**src/rtl/diagonal_expand.sv**
```systemverilog
// diagonal_expand
//
// Purpose: takes the SIZE diagonal elements of a matrix as a valid/ready
// stream (index 0 first). It then emits the dense SIZE x SIZE diagonal
// matrix in row-major order. Diagonal positions carry the loaded values and
// every other position carries zero. Loading and emitting never overlap.
//
// Parameters:
//   SIZE        matrix dimension (>= 2)
//   DATA_WIDTH  element width in bits
//
// Ports:
//   clk         clock, all logic on the rising edge
//   rst         asynchronous, active-low reset
//   in_tdata    diagonal element
//   in_tvalid   in_tdata valid
//   in_tready   block can accept an element (high only while loading)
//   out_tdata   matrix element, row-major
//   out_tready  downstream can accept
//   out_tvalid  out_tdata valid (high only while emitting)
//   out_tlast   last element of the matrix (only with DIAG_EXPAND_TLAST_EN)
//
// Optional feature: define DIAG_EXPAND_TLAST_EN to add the out_tlast port.

module diagonal_expand #(
  parameter int SIZE       = 4,
  parameter int DATA_WIDTH = 32
) (
  input  logic                  clk,
  input  logic                  rst,
  input  logic [DATA_WIDTH-1:0] in_tdata,
  input  logic                  in_tvalid,
  output logic                  in_tready,
  output logic [DATA_WIDTH-1:0] out_tdata,
  input  logic                  out_tready,
  output logic                  out_tvalid
`ifdef DIAG_EXPAND_TLAST_EN
  ,
  output logic                  out_tlast
`endif
);

  localparam int CW = (SIZE > 2) ? $clog2(SIZE) : 1;
  localparam logic [CW-1:0] LAST_IDX = CW'(SIZE - 1);

  typedef enum logic [1:0] {
    S_IDLE,
    S_LOAD,
    S_EMIT
  } state_t;

  state_t state;
  state_t next_state;

  logic [CW-1:0]         in_cnt;
  logic [CW-1:0]         row;
  logic [CW-1:0]         col;
  logic [DATA_WIDTH-1:0] diag [SIZE];

  logic in_fire;
  logic out_fire;
  logic at_last_elem;

  // The handshakes are decoded straight from the state so that in_tready
  // never depends combinationally on out_tready.
  assign in_fire      = (state == S_LOAD) && in_tvalid;
  assign out_fire     = (state == S_EMIT) && out_tready;
  assign at_last_elem = (row == LAST_IDX) && (col == LAST_IDX);

  // State register
  always_ff @(posedge clk or negedge rst) begin
    if (!rst) begin
      state <= S_IDLE;
    end else begin
      state <= next_state;
    end
  end

  // Next-state and output decode. The output element is a mux of registers
  // only. row/col/diag are frozen while stalled, so out_tdata holds steady.
  always_comb begin
    next_state = state;
    in_tready  = 1'b0;
    out_tvalid = 1'b0;
    out_tdata  = '0;
    case (state)
      S_IDLE: begin
        next_state = S_LOAD;
      end
      S_LOAD: begin
        in_tready = 1'b1;
        if (in_tvalid && (in_cnt == LAST_IDX)) begin
          next_state = S_EMIT;
        end
      end
      S_EMIT: begin
        out_tvalid = 1'b1;
        if (row == col) begin
          out_tdata = diag[row];
        end
        if (out_tready && at_last_elem) begin
          next_state = S_LOAD;
        end
      end
      default: begin
        next_state = S_IDLE;
      end
    endcase
  end

  // Load counter, diagonal buffer and emit position. Each counter wraps to 0
  // on its last index, so none of them ever exceeds SIZE-1.
  always_ff @(posedge clk or negedge rst) begin
    if (!rst) begin
      in_cnt <= '0;
      row    <= '0;
      col    <= '0;
      for (int i = 0; i < SIZE; i++) begin
        diag[i] <= '0;
      end
    end else begin
      if (in_fire) begin
        diag[in_cnt] <= in_tdata;
        if (in_cnt == LAST_IDX) begin
          in_cnt <= '0;
          row    <= '0;
          col    <= '0;
        end else begin
          in_cnt <= in_cnt + 1'b1;
        end
      end
      if (out_fire) begin
        if (col == LAST_IDX) begin
          col <= '0;
          if (row == LAST_IDX) begin
            row <= '0;
          end else begin
            row <= row + 1'b1;
          end
        end else begin
          col <= col + 1'b1;
        end
      end
    end
  end

`ifdef DIAG_EXPAND_TLAST_EN
  assign out_tlast = (state == S_EMIT) && at_last_elem;
`endif

endmodule

```
**config.mk**
```make
export PLATFORM = sky130hd
export DESIGN_NAME = diagonal_expand
export DESIGN_NICKNAME = d
export VERILOG_FILES = /design/src/rtl/diagonal_expand.sv
export SDC_FILE = /design/constraint.sdc
export NUM_CORES = 1
export LEC_CHECK = 0
export ABC_AREA = 1
export CORE_MARGIN = 2
export CORE_UTILIZATION = 57
export CTS_CLUSTER_SIZE = 16
export DETAILED_ROUTE_END_ITERATION = 16
export GPL_TIMING_DRIVEN = 0
export PLACE_DENSITY = 0.8
export SYNTH_ARGS = -nofsm -noshare
export SYNTH_HDL_FRONTEND = slang
export SYNTH_SLANG_ARGS = --single-unit
```
**constraint.sdc**
```tcl
create_clock -name clk -period 1.7 [get_ports clk]
set_input_delay 0.17 -clock clk [delete_from_list [all_inputs] [get_ports clk]]
set_output_delay 0.17 -clock clk [all_outputs]
set_load 0.01 [all_outputs]
```
==> results.md <==
Drt:
- For this run, design rule violations remaining after detail routing come to 0.
- The total via count after detailed routing is 7098.
- The mean number of vias per cell is 5.77.
- The detail route stage leaves a number of antenna-violating nets equal to 0.
- The number of iterations in the first detailed-routing pass is 7.
- The routed length per instance is 19.4 um.
- The DRC marker count from the first detailed-route iteration is 1061.
- After detailed routing, the total wire length is 23900 um.

Outcome:
- The flow ran to the end, but the final reports show violations.
- The final reports fail on negative setup slack.

Job:
- Across the run, the number of max-cap violations was 0.

Synthesis:
- Summed over all instances, the cell type with the most area after synthesis is dfrtp_1.
- The commonest cells after synthesis are 336 x nand2_1, 203 x inv_1, 136 x dfrtp_1.
- The number of nets in the synthesized netlist is 994.
- For this run, the leading register cell type out of synthesis is dfrtp_1.
- The count of flip-flops with a built-in enable after synthesis is 0.
- The share of the Yosys chip area taken by registers is 0.488.
- By area the synthesized netlist is led by dfrtp_1 49%, nand2_1 18%, inv_1 11%, nand3_1 5.1%, o21ai_1 4.6%.
- The count of unique library cells instantiated by Yosys is 22.
- The post-synthesis instance total is 951.
- The most frequently used cell type in the post-synthesis netlist is nand2_1.
- The share of synthesized area in the top cell type comes to 0.488.
- The number of storage elements in the synthesis netlist is 136.
- The mapped netlist covers 6980 um^2.
- The async set-or-reset flop fraction in the synthesized netlist is 1.00.
- During synthesis, Yosys emitted a total of 0 warnings.
- A synthesized cell averages 7.33 um^2.

Global route:
- The overall fraction of global-route tracks in use is 0.353.
- The first global-routing pass estimated 34700 um of wire.
- Global routing finished with a remaining overflow of 0.
- The number of antenna violations at the first check in global routing is 0.
- The maximum number of pins on one net before global-route repair is 84.
- The via count of the first global-routing pass came to 6863.

Pwr:
- Power spread over the standard cell area amounts to 1520 nW/um^2.
- Across the VDD grid, the largest voltage drop is 0.939 mV.
- In this run the static leakage power is 5.33 nW.

Final layout:
- The post-layout net count is 1113.
- After filler insertion, the fill cell instance count of the layout stands at 710.
- The multi-input combinational cells in the finished layout cover a total of 2920 um^2.
- The area taken by flip-flops and latches is 3410 um^2.
- After routing the design area is 9470 um^2.
- The layout cell share with drive strength beyond 1 is 0.251.
- The total inserted antenna cells is 0.
- The area growth from synthesis to layout is 35.8%.

Placement:
- Routability-driven placement finished with a final weighted congestion of 0.854.
- The number of port buffers is 69.
- The post-detailed-placement cell area is 7880 um^2.
- Once detailed placement completed, the half-perimeter wirelength came to 11800 um.

Timing:
- Setup repair after global routing could not meet its margin everywhere.
- The max-slew headroom at the worst pin is 0.648.
- The final count of hold timing violations is 0.
- Setup slack on the critical path of the routed design comes to -0.367 ns.
- Subtracting the final worst setup slack from the clock period gives 2.07 ns.
- The highest clock rate is 484 MHz.
- The summed negative setup slack over all endpoints is -9.04 ns.
- Hold timing on the final database bottoms out at a slack of 0.272 ns.
- For the pin with the worst max-slew slack, the measured transition is 0.528 ns.
- The number of setup violations in the final report is 32.
- Across the routed clock network, the largest skew measured is 0.00744 ns.
- Dividing the final minimum period by the clock period gives 1.22.
- The final max-slew violation count is 0.

Floorplan:
- The die covers 13100 um^2.
- The initial utilization of the core area, before any placement, comes to 0.583.
- The vertical die dimension is 115 um.
- The number of cell rows is 40.
- After floorplanning, the core was sized to cover 12000 um^2.
- For this design the top-level I/O count stands at 70.
- The width of the die is 115 um.

Worst hold path:
- The worst hold path belongs to the class in -> async.

Clock network:
- The total CTS buffers is 17.
- The CTS tree is yes.
- The worst-skew pair later-pin latency is 0.43 ns.
- The number of levels in the clock H-tree is 4.
- The CTS sink count is 136.
- The buffer cell driving the clock tree root is clkbuf_16.
- The clock-pin slew of the registers on the worst-case setup and hold paths is 0.06 ns.
- In this run the deepest clock path goes through 2 buffers.

Setup path:
- The data arrival time at the worst-slack endpoint is 1.90 ns.
- STA puts the critical path data required time at 1.53 ns.
- STA classifies the critical path startpoint as a register.
- The endpoint type of the worst setup path is a primary output.
- The critical path in this run is classified as reg -> out.
- Measured in cells, the most critical reg-to-reg path has a length of 8.
- Of all nets on the critical path, the largest fanout is 10.
metal layers:
metal  share of wire  GRT usage  up-vias
met2            0.47      0.558      526
li1                -          -     3090
met4           0.068      0.219        0
met3            0.10     0.0932      179
met5               0          0        -
met1            0.36      0.432     3303
path summary, 6_finish.rpt:
kind / from / to / slack, ns
max: row[1]$_DFF_PN0_ / out_tdata[17] / -0.37
min: rst / diag[67]$_DFFE_PN0P_ / 0.27
max reg2reg: state[1]$_DFFE_PN0P_ / diag[27]$_DFFE_PN0P_ / 0.02
min reg2reg: diag[107]$_DFFE_PN0P_ / diag[107]$_DFFE_PN0P_ / 0.48
max in group asynchronous: rst / diag[83]$_DFFE_PN0P_ / 0.63
min in group clk: in_tdata[19] / diag[83]$_DFFE_PN0P_ / 0.35
worst max-delay path, cell delays in order, from the launching register on:
cell and delay [ns]:
dfrtp_1 0.39, buf_6 0.16, buf_4 0.13, clkbuf_4 0.26, nand3_1 0.17, nand2_2 0.13
nand2_4 0.05, inv_2 0.07, buf_6 0.10
area by class of cell:
cell class              instances  area share
plain buffers                  48      0.0498
flip-flops and latches        136       0.360
clock inverters                 8      0.0124
clock buffers                  24      0.0519
multi-input cells             561       0.309
well taps                     147      0.0194
inverters                     205      0.0820
repair buffers                101       0.116
kinds of logic after synthesis:
kind of cell,Yosys count,share of synthesized area
compound gates,132,0.101
flops,136,0.488
buf+inv,254,0.148
simple gates,422,0.251
fa+ha+maj,7,0.0126
power breakdown:
part / internal [mW] / switching (mW)
Clock: 2.45 / 1.44
Sequential: 4.68 / 0.894
Combinational: 1.78 / 3.13
stage by stage:
stage                     setup slack, ns   util  power [mW]  instances
after global placement              -4.93  0.656        9.22       1167
after floorplan                     0.319      -        8.31        951
after detailed placement           -0.388  0.659        9.44       1168
final                              -0.367  0.792        14.4       1230
after global routing               -0.384  0.792        15.2       1230
after CTS                          -0.326  0.764        13.6       1229
state kept, by name (all words and copies together), names as in the netlist:
name and count:
state 2, diag 128, row 2, in_cnt 2, col 2
what timing repair did:
action | in CTS | in global routing
gates cloned | 7 | 2
hold endpoints to repair | 53 | 0
setup endpoints to repair | 34 | 47
pin swaps | 17 | 33
hold buffers | 1 | 0
gates resized for setup | 269 | 105
buffers inserted | 21 | 2
placed cells by master, fill, tap and decap left out, drive strengths merged:
cell type	Yosys	routed
nor2	6	6
clkdlybuf4s50	0	34
dfrtp	136	136
clkinvlp	0	1
o21ai	132	132
ha	7	7
bufinv	0	3
buf	41	105
dlygate4sd3	0	1
clkinv	0	4
dlygate4sd2	0	1
nand3	72	72
clkbuf	8	32
nand2	344	344
inv	205	205
No activity file was read; power rests on OpenSTA's default activity.
